--- config.mk ---
export PLATFORM = sky130hd
export DESIGN_NAME = adder_bcd_display_nbit_flat
export DESIGN_NICKNAME = d
export VERILOG_FILES = /design/src/rtl/adder_bcd_display_nbit_if.sv /design/src/rtl/adder_bcd_display_nbit.sv /design/src/flat_wrapper.sv
export SDC_FILE = /design/constraint.sdc
export NUM_CORES = 1
export LEC_CHECK = 0
export ABC_AREA = 0
export CORE_AREA = 2 2 109 111
export CTS_CLUSTER_SIZE = 14
export DETAILED_ROUTE_END_ITERATION = 8
export DIE_AREA = 0 0 111 113
export GPL_ROUTABILITY_DRIVEN = 0
export PLACE_DENSITY = 0.72
export SYNTH_ARGS = -nofsm -noshare
export SYNTH_HDL_FRONTEND = slang
export SYNTH_SLANG_ARGS = --single-unit
--- constraint.sdc ---
create_clock -name Clock -period 3.4 [get_ports Clock]
set_clock_uncertainty 0.15 [all_clocks]
set_input_delay 1.02 -clock Clock [delete_from_list [all_inputs] [get_ports Clock]]
set_output_delay 1.02 -clock Clock [all_outputs]
set_load 0.1 [all_outputs]
--- src/rtl/adder_bcd_display_nbit_if.sv ---
// Switch/key inputs and display-side outputs of the add/subtract display unit.
// The master modport drives the board side, the slave modport is the datapath.
interface adder_bcd_display_nbit_if #(
    parameter int W      = 8,
    parameter int DIGITS = 4
);
    logic [W-1:0]          data_in;
    logic                  load_a_n;
    logic                  load_b_n;
    logic                  acc_en;
    logic                  sub;
    logic                  cin;
    logic                  dec_mode;
    logic [W-1:0]          a_q;
    logic [W-1:0]          b_q;
    logic [W:0]            result;
    logic                  neg;
    logic [4*DIGITS-1:0]   digits;
    logic                  busy;
    logic                  valid;

    modport master (
        output data_in, load_a_n, load_b_n, acc_en, sub, cin, dec_mode,
        input  a_q, b_q, result, neg, digits, busy, valid
    );

    modport slave (
        input  data_in, load_a_n, load_b_n, acc_en, sub, cin, dec_mode,
        output a_q, b_q, result, neg, digits, busy, valid
    );
endinterface

--- src/rtl/adder_bcd_display_nbit.sv ---
// Key-loaded add/subtract unit with registered result and a hex or
// double-dabble BCD display path.
//
// state | meaning
// IDLE  | digits stable, waiting for a result or display-mode change
// SHIFT | double-dabble: adjust nibbles >= 5 by +3, shift in one result bit
// DONE  | publish converted (or hex) value to digits, raise valid
module adder_bcd_display_nbit #(
    parameter int W      = 8,
    parameter int DIGITS = 4
) (
    input  logic Clock,
    input  logic Resetn,
    adder_bcd_display_nbit_if.slave bus
);
    localparam int DW = 4 * DIGITS;
    localparam int RW = W + 1;
    localparam int CW = $clog2(W + 1);

    function automatic longint pow10(input int n);
        longint p;
        p = 1;
        for (int i = 0; i < n; i++) p = p * 10;
        return p;
    endfunction

    localparam longint MAX_RESULT = (longint'(1) << RW) - 1;

    generate
        if ((DW < RW) || (pow10(DIGITS) <= MAX_RESULT)) begin : g_param_err
            $error("adder_bcd_display_nbit: DIGITS=%0d too small for W=%0d", DIGITS, W);
        end
    endgenerate

    typedef enum logic [1:0] {IDLE, SHIFT, DONE} state_t;

    state_t          state_q, state_d;
    logic [2:0]      ka_q, kb_q;
    logic [W-1:0]    a_q, b_q;
    logic [RW-1:0]   res_q, res_d, prev_res_q;
    logic            neg_q, neg_d, prev_mode_q;
    logic [DW-1:0]   digits_q, digits_d, bcd_q, bcd_d, bcd_adj;
    logic [RW-1:0]   sr_q, sr_d;
    logic [CW-1:0]   cnt_q, cnt_d;
    logic            valid_q, valid_d;
    logic            press_a, press_b, start;
    logic [W-1:0]    diff_ab, diff_ba;

    // Bit 1 is the synchronised key, bit 2 its previous value.
    assign press_a = ka_q[2] & ~ka_q[1];
    assign press_b = kb_q[2] & ~kb_q[1];
    assign start   = (res_q != prev_res_q) || (bus.dec_mode != prev_mode_q);
    assign diff_ab = a_q - b_q;
    assign diff_ba = b_q - a_q;

    always_comb begin
        res_d = {1'b0, a_q} + {1'b0, b_q} + RW'(bus.cin);
        neg_d = 1'b0;
        if (bus.sub) begin
            if (a_q >= b_q) begin
                res_d = {1'b0, diff_ab};
            end else begin
                res_d = {1'b0, diff_ba};
                neg_d = 1'b1;
            end
        end
    end

    always_comb begin
        bcd_adj = bcd_q;
        for (int i = 0; i < DIGITS; i++) begin
            if (bcd_q[4*i +: 4] >= 4'd5) bcd_adj[4*i +: 4] = bcd_q[4*i +: 4] + 4'd3;
        end
    end

    always_comb begin
        state_d  = state_q;
        bcd_d    = bcd_q;
        sr_d     = sr_q;
        cnt_d    = cnt_q;
        digits_d = digits_q;
        valid_d  = valid_q;
        // A trigger in any state restarts; digits hold until the new value lands.
        if (start) begin
            valid_d = 1'b0;
            if (bus.dec_mode) begin
                state_d = SHIFT;
                bcd_d   = '0;
                sr_d    = res_q;
                cnt_d   = CW'(W);
            end else begin
                state_d = DONE;
                bcd_d   = DW'(res_q);
            end
        end else begin
            case (state_q)
                SHIFT: begin
                    bcd_d = {bcd_adj[DW-2:0], sr_q[RW-1]};
                    sr_d  = {sr_q[RW-2:0], 1'b0};
                    cnt_d = cnt_q - 1'b1;
                    if (cnt_q == '0) state_d = DONE;
                end
                DONE: begin
                    digits_d = bcd_q;
                    valid_d  = 1'b1;
                    state_d  = IDLE;
                end
                default: state_d = IDLE;
            endcase
        end
    end

    always_ff @(posedge Clock or negedge Resetn) begin
        if (!Resetn) begin
            state_q <= IDLE;
        end else begin
            state_q <= state_d;
        end
    end

    always_ff @(posedge Clock or negedge Resetn) begin
        if (!Resetn) begin
            ka_q        <= '1;
            kb_q        <= '1;
            a_q         <= '0;
            b_q         <= '0;
            res_q       <= '0;
            neg_q       <= 1'b0;
            prev_res_q  <= '0;
            prev_mode_q <= 1'b0;
            digits_q    <= '0;
            bcd_q       <= '0;
            sr_q        <= '0;
            cnt_q       <= '0;
            valid_q     <= 1'b1;
        end else begin
            ka_q        <= {ka_q[1:0], bus.load_a_n};
            kb_q        <= {kb_q[1:0], bus.load_b_n};
            if (press_a) a_q <= bus.acc_en ? res_q[W-1:0] : bus.data_in;
            if (press_b) b_q <= bus.data_in;
            res_q       <= res_d;
            neg_q       <= neg_d;
            prev_res_q  <= res_q;
            prev_mode_q <= bus.dec_mode;
            digits_q    <= digits_d;
            bcd_q       <= bcd_d;
            sr_q        <= sr_d;
            cnt_q       <= cnt_d;
            valid_q     <= valid_d;
        end
    end

    assign bus.a_q    = a_q;
    assign bus.b_q    = b_q;
    assign bus.result = res_q;
    assign bus.neg    = neg_q;
    assign bus.digits = digits_q;
    assign bus.busy   = (state_q == SHIFT);
    assign bus.valid  = valid_q;
endmodule
--- src/flat_wrapper.sv ---
// flat-port wrapper written by rule: the top's interface ports become plain ports
module adder_bcd_display_nbit_flat 
#(
    parameter int W      = 8,
    parameter int DIGITS = 4
)
  (Clock, Resetn, bus_data_in, bus_load_a_n, bus_load_b_n, bus_acc_en, bus_sub, bus_cin, bus_dec_mode, bus_a_q, bus_b_q, bus_result, bus_neg, bus_digits, bus_busy, bus_valid);
  adder_bcd_display_nbit_if #(.W(W), .DIGITS(DIGITS)) bus_i ();
  input  logic Clock;
  input  logic Resetn;
  input wire logic [$bits(bus_i.data_in)-1:0] bus_data_in;
  input wire logic [$bits(bus_i.load_a_n)-1:0] bus_load_a_n;
  input wire logic [$bits(bus_i.load_b_n)-1:0] bus_load_b_n;
  input wire logic [$bits(bus_i.acc_en)-1:0] bus_acc_en;
  input wire logic [$bits(bus_i.sub)-1:0] bus_sub;
  input wire logic [$bits(bus_i.cin)-1:0] bus_cin;
  input wire logic [$bits(bus_i.dec_mode)-1:0] bus_dec_mode;
  output wire logic [$bits(bus_i.a_q)-1:0] bus_a_q;
  output wire logic [$bits(bus_i.b_q)-1:0] bus_b_q;
  output wire logic [$bits(bus_i.result)-1:0] bus_result;
  output wire logic [$bits(bus_i.neg)-1:0] bus_neg;
  output wire logic [$bits(bus_i.digits)-1:0] bus_digits;
  output wire logic [$bits(bus_i.busy)-1:0] bus_busy;
  output wire logic [$bits(bus_i.valid)-1:0] bus_valid;
  assign bus_i.data_in = bus_data_in;
  assign bus_i.load_a_n = bus_load_a_n;
  assign bus_i.load_b_n = bus_load_b_n;
  assign bus_i.acc_en = bus_acc_en;
  assign bus_i.sub = bus_sub;
  assign bus_i.cin = bus_cin;
  assign bus_i.dec_mode = bus_dec_mode;
  assign bus_a_q = bus_i.a_q;
  assign bus_b_q = bus_i.b_q;
  assign bus_result = bus_i.result;
  assign bus_neg = bus_i.neg;
  assign bus_digits = bus_i.digits;
  assign bus_busy = bus_i.busy;
  assign bus_valid = bus_i.valid;
  adder_bcd_display_nbit #(.W(W), .DIGITS(DIGITS)) u_core (.Clock(Clock), .Resetn(Resetn), .bus(bus_i));
endmodule
== Yosys cells after proc, flatten, opt, wreduce, memory -nomap -nowiden ==
Index checks and enable logic that the tools add are counted.
W data, S select, Z words.
Storage, ports and cells
  input port bits: 16
  register bits: 90
  output and inout bits: 44
Cells by class
  mux-type cells: 24
  reductions and logical operators: 6
  add/subtract/negate cells: 9
  order comparisons: 5
  eq/ne operators: 6
  bitwise logic cells: 5
Operator list (number)
  $mux W9: 5
  $mux W16: 2
  $mux W4: 6
  $ge A4 B3 Y1 const B: 4
  $mux W8: 2
  $sub A8 B8 Y8: 2
  $add A4 B2 Y4 const B: 3
  $add A8 B8 Y9: 1
  $add A9 B1 Y9: 1
  $ne A9 B9 Y1: 1
  $ge A8 B8 Y1: 1
  $mux W2: 4
  $logic_not A4 Y1: 1
  $mux W1: 4
  $reduce_and A2 Y1: 2
  $reduce_bool A2 Y1: 2
  $sub A4 B1 Y4 const B: 1
  $add A3 B2 Y3 const B: 1
  $mux W3: 1
  $ne A3 B1 Y1 const B: 1
  $not A1 Y1: 3
  $and A1 B1 Y1: 2
  $eq A2 B1 Y1 const B: 1
  $eq A2 B2 Y1 const B: 1
  3 further kinds: 3

== Longest topological paths before layout ==
  word-level depth: 4
  gate-level depth with buffers: 8

== Least setup slack after synthesis ==
No wires, ideal clock.
  kind: register to register
  from: reg u_core.b_q[1] (netlist: u_core.bus.b_q[1])
  to: reg u_core.res_q[7] (netlist: u_core.bus.result[7])
  setup time: 0.139 ns
  cell stages (with the launch flop): 8
  arrival: 2.860 ns
  path slack: 0.252 ns
  clock period less this slack: 3.148 ns
  required time: 3.111 ns
  path through: dfrtp_1 -> inv_1 -> ha_1 -> nand2b_1 -> a2111oi_0 -> o31a_1 -> nor4_1 -> or4b_1
On the way
  word-level cells in the longest chain between the ends: 3
RTL lines
  from (decl): RTL line adder_bcd_display_nbit.sv:39  | logic [W-1:0] a_q, b_q;
  from (signal assigned): RTL line adder_bcd_display_nbit.sv:140  | if (press_b) b_q <= bus.data_in;
  $add A8 B8 Y9 (tied with other cells): RTL line adder_bcd_display_nbit.sv:57  | res_d = {1'b0, a_q} + {1'b0, b_q} + RW'(bus.cin);
  $add A9 B1 Y9 / $mux W8 (equally long branches): RTL line adder_bcd_display_nbit.sv:57, adder_bcd_display_nbit.sv:60
  $mux W9 (*): RTL line adder_bcd_display_nbit.sv:59  | if (bus.sub) begin
  named net u_core.res_d[7]: RTL line adder_bcd_display_nbit.sv:40  | logic [RW-1:0] res_q, res_d, prev_res_q;
  to (signal assigned): RTL line adder_bcd_display_nbit.sv:141  | res_q <= res_d;
  to (decl): RTL line adder_bcd_display_nbit.sv:40
The timed path passes the listed nets; every way through them passes the cells marked *.
A chain may end at the register's enable or synchronous reset.

== Worst setup path after layout ==
  from: in bus_cin
  to: reg u_core.res_q[6] (netlist: u_core.bus.result[6])
On the way
  word-level cells in the longest chain between the ends: 2
RTL lines
  from (decl): RTL line flat_wrapper.sv:16  | input wire logic [$bits(bus_i.cin)-1:0] bus_cin;
  $add A9 B1 Y9: RTL line adder_bcd_display_nbit.sv:57
  $mux W9: RTL line adder_bcd_display_nbit.sv:59
  named net u_core.res_d[6]: RTL line adder_bcd_display_nbit.sv:40
The timed path passes the listed nets, and every way through them passes these cells.

==> flow_summary.ini <==
[run_status]
status = complete, no violations

[critical_path]
crit_arrival_ns = 3.11
worstPathMaxFanout = 2
worstPathRequired_ns = 3.46
cp-end-kind = register
max_stage_delay_ns = 0.49
cp-start-kind = input port
critPathKind = input port to register
path_cells = clkdlybuf4s50_1, fa_1, inv_1, fa_1, o21bai_1, a21oi_1, o21ai_0, mux2i_1, o2111ai_1
critPathSlowestCell = clkdlybuf4s50_1
cp_common_cell = fa_1

[timing]
relSlewSlack = 0.278
hold_slack_ns = 0.206
slew_viol_final = 0
layout_min_cycle_time_ns = 3.05
worst_slew_pin_slew_ns = 1.08
fmax_mhz = 328
rsz0062_at_grt = false
setup_viol = 0
finalHoldViolCount = 0
setup-tns-final_ns = 0
period_share = 0.896

[synth]
synth.net_count = 544
synth_top_area_share = 0.416
yosysUniqueCellTypes = 56
synth_area_mm2 = 0.00499
ys_warn_count = 0
synthCells = 493
async_flop_share = 1.00
synth_edf_count = 0
ys.flop_type = dfrtp_1
yosysSeqAreaShare = 0.453
synth.avg_cell_area_um2 = 10.1
ys_seq_elements = 90
synth.largest_area_cell = dfrtp_1
yosys-top-cells-area = dfrtp_1 (42%), ha_1 (7.8%), o21ai_0 (4.4%)

[layout]
layout_commonest_cell = dfrtp_1
final_nets = 598
fin_util = 0.524
diodes = 0
ff_latch_area_mm2 = 0.00226
fin_cells = 695
final_cell_mix = dfrtp_1 (83), buf_4 (50), inv_1 (47)
layout-drive-gt1-share = 0.190
area.growth.synth_to_final_pct = 18.2
fill_cells = 972
multi_input_area_mm2 = 0.00245

[floorplan]
die_h_um = 113
start_util = 0.443
core_area_mm2 = 0.0113
die_w_um = 111
io_pins = 60
dieArea_mm2 = 0.0125
rows = 39

[grt]
met2_usage = 0.322
grt_pass1_vias = 3858
grtUsageMet1 = 0.222
grt_max_degree = 54
track_usage = 0.185
grt_pass1_wl_um = 18600
overflow = 0
busiest_layer = met2
use_met3 = 0.0402
antenna_found_initial = 0

[flow_run]
cap_viol_max_count = 0

[clock_tree]
clk_pin_slew_ns = 0.07
clock_sinks = 90
postCtsHoldBufs = 0
cts_max_path_buffers = 2
clk_latency_ns = 0.35
htreeDepth = 3
cts_resized = 0
cts_buffers = 9
cts_tree = done
cts_root_buf = clkbuf_16
cts_setup_buffers = 0

[routing]
drt_first_iter_violations = 172
ant_nets = 0
wl_um = 11100
post-route-drc-count = 0
via_per_inst = 5.42
drt-pass1-iter-count = 4
wire_per_inst_um = 16.0
vias = 3765

[power_and_ir_drop]
p_switching_w = 0.00209
swShare = 0.462
ir_worst_vdd_mv = 0.621
finalPower_w = 0.00451
p_clk_frac = 0.209
power_frac_comb = 0.442
seqPwrFrac = 0.348
pwr_density_cell_mw_per_mm2 = 765
p_leak_nw = 2.77
power.internal_w = 0.00243

[placed_design]
place_hpwl_um = 7980
portBuffers = 59
dpl.cell_count = 679

[min_path]
hp-class = register to register
worst max-delay path: cells and delay by family:
| kind | cells | cell delay, ns |
|---|---|---|
| buffers and inverters | 2 | 0.55 |
| AO/OA/AOI/OAI | 4 | 0.71 |
| multiplexers | 1 | 0.25 |
| adder cells (fa/ha/maj) | 2 | 0.58 |
cell families (layout without fill, tap and decap cells):
family	count (synthesis)	after routing	share of synthesized area
AOI/OAI and AO/OA	132	132	0.167
xor gates and xnor gates	17	17	0.0298
adders and majority gates	35	35	0.0937
buffers and inverters	71	130	0.0574
DFF	90	90	0.453
muxes	36	36	0.0839
and+or+nand+nor	112	112	0.116
worst paths after layout:
path                              startpoint  slack [ns]  cells past startpoint                     to
max                                  bus_cin        0.35                      9   u_core.bus.result[6]
min reg2reg                   u_core.kb_q[0]        0.21                      0         u_core.kb_q[1]
max reg2reg                u_core.bus.b_q[3]        0.42                      7   u_core.bus.result[7]
max in group asynchronous             Resetn        1.81                      2         u_core.ka_q[0]
min in group asynchronous             Resetn        0.57                      1  u_core.bus.digits[15]
min                           u_core.kb_q[0]        0.21                      0         u_core.kb_q[1]
stage by stage:
step	area, µm²	setup WS [ns]
after floorplan	4990	0.252
after global placement	5620	0.112
after detailed placement	5620	0.0201
after CTS	5900	0.392
after global routing	5900	0.285
final	5900	0.353
layout make-up:
cell class / instances / area share
flip-flops and latches: 90 / 0.383
repair buffers: 66 / 0.0941
inverters: 48 / 0.0305
clock inverters: 5 / 0.00636
clock buffers: 11 / 0.0411
well taps: 143 / 0.0303
multi-input cells: 332 / 0.414
per-layer routing:
layer	vias to the layer above	routed length [µm]
met5	-	0
met2	91	5590
met3	21	484
li1	1829	-
met1	1824	4760
met4	0	252
flip-flops by register name, indices dropped and copies added (netlist names):
register            flops
u_core.sr_q             9
u_core.bus.a_q          8
u_core.bus.valid        1
u_core.kb_q             3
u_core.bus.b_q          8
u_core.prev_mode_q      1
u_core.bus.digits      16
u_core.bus.neg          1
u_core.ka_q             3
u_core.bcd_q           16
u_core.prev_res_q       9
u_core.bus.result       9
u_core.cnt_q            4
u_core.state_q          2
synth_stat cells (11+ instances only):
master    count
dfrtp_1      83
inv_1        47
o21ai_0      44
nand2_1      36
a21oi_1      34
ha_1         31
nor2_1       24
mux2i_1      19
xnor2_1      15
clkbuf_1     12
a211oi_1     11
power by group through the flow:
stage	Clock (W)	Sequential, W	Combinational, W
floorplan	0	0.00221	0.000865
global placement	0	0.00159	0.00195
detailed placement	0	0.00159	0.00199
CTS	0.000973	0.00158	0.00199
global route	0.00101	0.00161	0.00214
finish	0.000945	0.00157	0.00199
No activity file was read; power rests on OpenSTA's default activity.
